**src/rtl/fetch_queue.sv**
```systemverilog
// Instruction fetch stage: issues PCs to instruction memory under a credit limit,
// pairs in-order responses with their PCs, and squashes stale responses after a flush.
module fetch_queue #(
    parameter int DEPTH = 4,
    parameter int XLEN  = 32
) (
    input  logic            clk,
    input  logic            reset,
    input  logic [XLEN-1:0] pc_in,
    input  logic            pc_valid,
    output logic            pc_ready,
    input  logic            flush,
    output logic            imem_req_valid,
    output logic [XLEN-1:0] imem_req_addr,
    input  logic            imem_req_ready,
    input  logic            imem_resp_valid,
    input  logic [XLEN-1:0] imem_resp_data,
    output logic            inst_valid,
    output logic [XLEN-1:0] inst_data,
    output logic [XLEN-1:0] inst_pc,
    input  logic            inst_ready,
    output logic            proto_err
);
    localparam int AW = $clog2(DEPTH);
    localparam int CW = AW + 1;
    localparam int UW = AW + 3;

    logic [CW-1:0]   r_cnt;
    logic [CW-1:0]   r_out_cnt;
    logic [CW-1:0]   r_drop_cnt;
    logic [AW-1:0]   r_pend_wr;
    logic [AW-1:0]   r_pend_rd;
    logic [AW-1:0]   r_q_wr;
    logic [AW-1:0]   r_q_rd;
    logic            r_proto_err;
    logic [XLEN-1:0] r_pend_pc [DEPTH];
    logic [XLEN-1:0] r_q_pc    [DEPTH];
    logic [XLEN-1:0] r_q_data  [DEPTH];

    logic [UW-1:0]   w_used;
    logic            w_credit;
    logic            w_fire;
    logic            w_resp_drop;
    logic            w_resp_live;
    logic            w_resp_unexp;
    logic            w_resp_known;
    logic            w_pop;

    // Every queued, live or doomed response holds one credit, so the queue cannot overflow.
    assign w_used   = UW'(r_cnt) + UW'(r_out_cnt) + UW'(r_drop_cnt);
    assign w_credit = (w_used < UW'(DEPTH));

    assign imem_req_valid = pc_valid & w_credit & ~flush & reset;
    assign pc_ready       = imem_req_valid & imem_req_ready;
    assign imem_req_addr  = reset ? pc_in : '0;
    assign w_fire         = pc_ready;

    assign w_resp_drop  = imem_resp_valid & (r_drop_cnt != '0);
    assign w_resp_live  = imem_resp_valid & (r_drop_cnt == '0) & (r_out_cnt != '0);
    assign w_resp_unexp = imem_resp_valid & (r_drop_cnt == '0) & (r_out_cnt == '0);
    assign w_resp_known = imem_resp_valid & ~w_resp_unexp;

    assign inst_valid = (r_cnt != '0);
    assign inst_data  = inst_valid ? r_q_data[r_q_rd] : '0;
    assign inst_pc    = inst_valid ? r_q_pc[r_q_rd] : '0;
    assign w_pop      = inst_valid & inst_ready;
    assign proto_err  = r_proto_err;

    always_ff @(posedge clk or negedge reset) begin
        if (!reset) begin
            r_cnt       <= '0;
            r_out_cnt   <= '0;
            r_drop_cnt  <= '0;
            r_pend_wr   <= '0;
            r_pend_rd   <= '0;
            r_q_wr      <= '0;
            r_q_rd      <= '0;
            r_proto_err <= 1'b0;
        end else if (flush) begin
            // Live requests become doomed; a response landing now retires one of them.
            r_cnt      <= '0;
            r_out_cnt  <= '0;
            r_pend_wr  <= '0;
            r_pend_rd  <= '0;
            r_q_wr     <= '0;
            r_q_rd     <= '0;
            r_drop_cnt <= r_drop_cnt + r_out_cnt - CW'(w_resp_known);
            if (w_resp_unexp) begin
                r_proto_err <= 1'b1;
            end
        end else begin
            if (w_fire) begin
                r_pend_wr <= r_pend_wr + 1'b1;
            end
            if (w_resp_live) begin
                r_pend_rd <= r_pend_rd + 1'b1;
                r_q_wr    <= r_q_wr + 1'b1;
            end
            if (w_pop) begin
                r_q_rd <= r_q_rd + 1'b1;
            end
            r_out_cnt <= r_out_cnt + CW'(w_fire) - CW'(w_resp_live);
            r_cnt     <= r_cnt + CW'(w_resp_live) - CW'(w_pop);
            if (w_resp_drop) begin
                r_drop_cnt <= r_drop_cnt - 1'b1;
            end
            if (w_resp_unexp) begin
                r_proto_err <= 1'b1;
            end
        end
    end

    always_ff @(posedge clk) begin
        if (w_fire) begin
            r_pend_pc[r_pend_wr] <= pc_in;
        end
        if (w_resp_live & ~flush) begin
            r_q_pc[r_q_wr]   <= r_pend_pc[r_pend_rd];
            r_q_data[r_q_wr] <= imem_resp_data;
        end
    end

endmodule

```
**config.mk**
```make
export PLATFORM = sky130hd
export DESIGN_NAME = fetch_queue
export DESIGN_NICKNAME = d
export VERILOG_FILES = /design/src/rtl/fetch_queue.sv
export SDC_FILE = /design/constraint.sdc
export NUM_CORES = 1
export LEC_CHECK = 0
export CAP_MARGIN = 20
export CORE_MARGIN = 1.5
export CORE_UTILIZATION = 56
export DETAILED_ROUTE_END_ITERATION = 12
export PLACE_DENSITY = 0.79
export SYNTH_ARGS = -nofsm -noshare
export SYNTH_HDL_FRONTEND = slang
export SYNTH_SLANG_ARGS = --single-unit
```
**constraint.sdc**
```tcl
create_clock -name clk -period 4.37 [get_ports clk]
set_input_delay 0.437 -clock clk [delete_from_list [all_inputs] [get_ports clk]]
set_output_delay 0.437 -clock clk [all_outputs]
set_load 0.01 [all_outputs]
```
==> reports/metrics.cfg <==
[die]
initial_utilization=0.5689
die_x_um=171
rows=61
die_h_um=171
coreArea_um2=27780
design.die.area_um2=29240
ios=171

[setup_path]
critPathMaxFanout=6
critPathLaunchType=flip-flop
endpoint_kind=output port
worstPathArrival_ns=3.38
reg2reg_depth=13
path_class=reg -> out
crit_required_ns=3.93

[drt]
wl_um=29010
ant_nets=0
viasPerCell=5.584
drt_iter0_drc=567
drc=0
num_vias=7449
wl_per_cell_um=21.74
first_pass_iters=5

[timing]
worst_pin_slew_ns=1.005
setup_viol=0
rsz0062_at_grt=false
setup_tns_ns=0
hold_slack_ns=0.4841
finalHoldViolCount=0
fmax_mhz=261.8
finalCritPeriodShare=0.8740
relSlewSlack=0.3301
final_max_slew_viol_count=0
fin_crit_ns=3.819
skew_ns=0.01838

[clock_network]
cts.sinks=402
cts_setup_buffers=0
cts-hold-fix-buffers=1
path_clk_slew_ns=0.06
root_buffer=clkbuf_16
h-tree-depth=2
cts_buffer_depth=3
numCtsBuffers=40
clk_latency_ns=0.53
cts_tree=done
cts_resized=0

[finish]
drive_above_1_share=0.1820
layout.cells.most_common=edfxtp_1
fill_cells=1765
areaGrowthSynthToFinish_pct=21.03
seq_area_um2=11990
final_cell_mix=384 x edfxtp_1, 169 x clkdlybuf4s50_1, 98 x and2_1
diodes=0
nets=1024
final_core_util=0.6885
multi_input_area_um2=3598
stdcell_count=1334

[status]
status=complete, no violations

[global_route]
grt_pass1_vias=7890
grt_overflow=0
grtUsageMet3=0.03701
grt_use_met1=0.2768
track_usage=0.2066
grt_busiest_layer=met2
grt_pass1_wl_um=44650
grt_max_degree=68
antenna_found_initial=1
globalRouteMet2Util=0.3526

[logic_synthesis]
synth_sequential_area_ratio=0.7581
syn_nets=839
synth_flop_cell=edfxtp_1
synth.ff_latch_count=402
syn_inst=743
synth_edf_count=384
avgSynthCellArea_um2=21.27
syn_area_um2=15810
yosys_warnings=0
synth-async-reset-ratio=0.04478
yosysUniqueCellTypes=30

[flow_run]
maxCapViolCount=0

[hold_path]
whs_path_depth=1
hold_class=reg -> reg

[placed_design]
numPortBuffers=170
dp.cells=1263
dp_hpwl_um=16550
globalplace.congestion=0.7652

[power]
p_per_area_nw_per_um2=527.5
peakVddDrop_uv=343.2
cellLeakagePower_uw=0.006161
fin_total_pwr_uw=10090

## worst max-delay path, stage by stage (launching register included)
cell and delay (ns):
dfrtp_1 0.43, inv_1 0.11, fa_1 0.55, nor2_1 0.08, fa_1 0.47, and4bb_2 0.31, o221a_4 0.21, and2_4 0.18
clkdlybuf4s50_1 0.53
## per-stage QoR
step	worst slack [ns]	instance area, um^2
after floorplan	1.136	15810
after global placement	1.030	17890
after detailed placement	0.9646	17890
after CTS	0.5207	19130
after global routing	0.4304	19130
final	0.5506	19130
## path summary, 6_finish.rpt
check / from / end / slack, ns
min: proto_err$_DFFE_PN0P_ / proto_err$_DFFE_PN0P_ / 0.48
min reg2reg: proto_err$_DFFE_PN0P_ / proto_err$_DFFE_PN0P_ / 0.48
max: r_out_cnt[1]$_DFF_PN0_ / pc_ready / 0.55
max in group asynchronous: reset / r_q_rd[1]$_DFFE_PN0P_ / 3.47
min in group asynchronous: reset / proto_err$_DFFE_PN0P_ / 0.55
max reg2reg: r_out_cnt[1]$_DFF_PN0_ / r_out_cnt[2]$_DFF_PN0_ / 0.94
## state kept, by name, indices dropped and copies added (netlist names)
| register | flops |
|---|---|
| proto_err | 1 |
| r_cnt | 3 |
| r_drop_cnt | 3 |
| r_out_cnt | 3 |
| r_pend_pc | 128 |
| r_pend_rd | 2 |
| r_pend_wr | 2 |
| r_q_data | 128 |
| r_q_pc | 128 |
| r_q_rd | 2 |
| r_q_wr | 2 |
## cell usage after synthesis (2+ instances only)
| master | n | share of area |
|---|---|---|
| buf_4 | 5 | 0.0024 |
| mux4_2 | 96 | 0.14 |
| nor2_1 | 12 | 0.0028 |
| xor2_1 | 2 | 0.0011 |
| nand2b_1 | 5 | 0.0020 |
| buf_2 | 9 | 0.0028 |
| clkbuf_1 | 20 | 0.0047 |
| dfrtp_1 | 18 | 0.028 |
| nand3_1 | 3 | 0.00095 |
| nor2b_1 | 4 | 0.0016 |
| fa_1 | 6 | 0.0076 |
| or3_1 | 2 | 0.00079 |
| xnor2_1 | 11 | 0.0061 |
| ha_1 | 19 | 0.015 |
| inv_1 | 21 | 0.0050 |
| a21oi_1 | 2 | 0.00063 |
| and3_2 | 4 | 0.0019 |
| mux2i_1 | 3 | 0.0019 |
| and2_1 | 102 | 0.040 |
| nand2_1 | 6 | 0.0014 |
| edfxtp_1 | 384 | 0.73 |
## cell type report
class,instances,share of cell area
inverters,21,0.004121
clock buffers,48,0.05501
clock inverters,22,0.008961
multi-input cells,286,0.1881
flip-flops and latches,402,0.6268
repair buffers,177,0.09223
well taps,378,0.02473
## logic make-up (layout without fill, tap and decap cells)
kind of cell,Yosys count,after routing,share of synthesized area
multiplexers,100,100,0.1396
flip-flops,402,402,0.7581
buffers and inverters,55,268,0.01496
adder cells (fa/ha/maj),25,25,0.02264
AO/OA/AOI/OAI,5,5,0.002692
AND/OR/NAND/NOR,143,143,0.05478
XOR/XNOR,13,13,0.007204
## where the power goes
group | internal [uW] | switching [uW] | total, uW
clock | 1840 | 1360 | 3190
sequential | 4300 | 149 | 4450
combinational | 1390 | 1050 | 2450
total | 7530 | 2560 | 10100
## layer usage
layer | vias to the layer above | wire length (um)
li1 | 3312 | -
met1 | 3828 | 11920
met2 | 253 | 14750
met3 | 54 | 1736
met4 | 2 | 591
met5 | - | 13
Power figures use the tool's default switching activity.
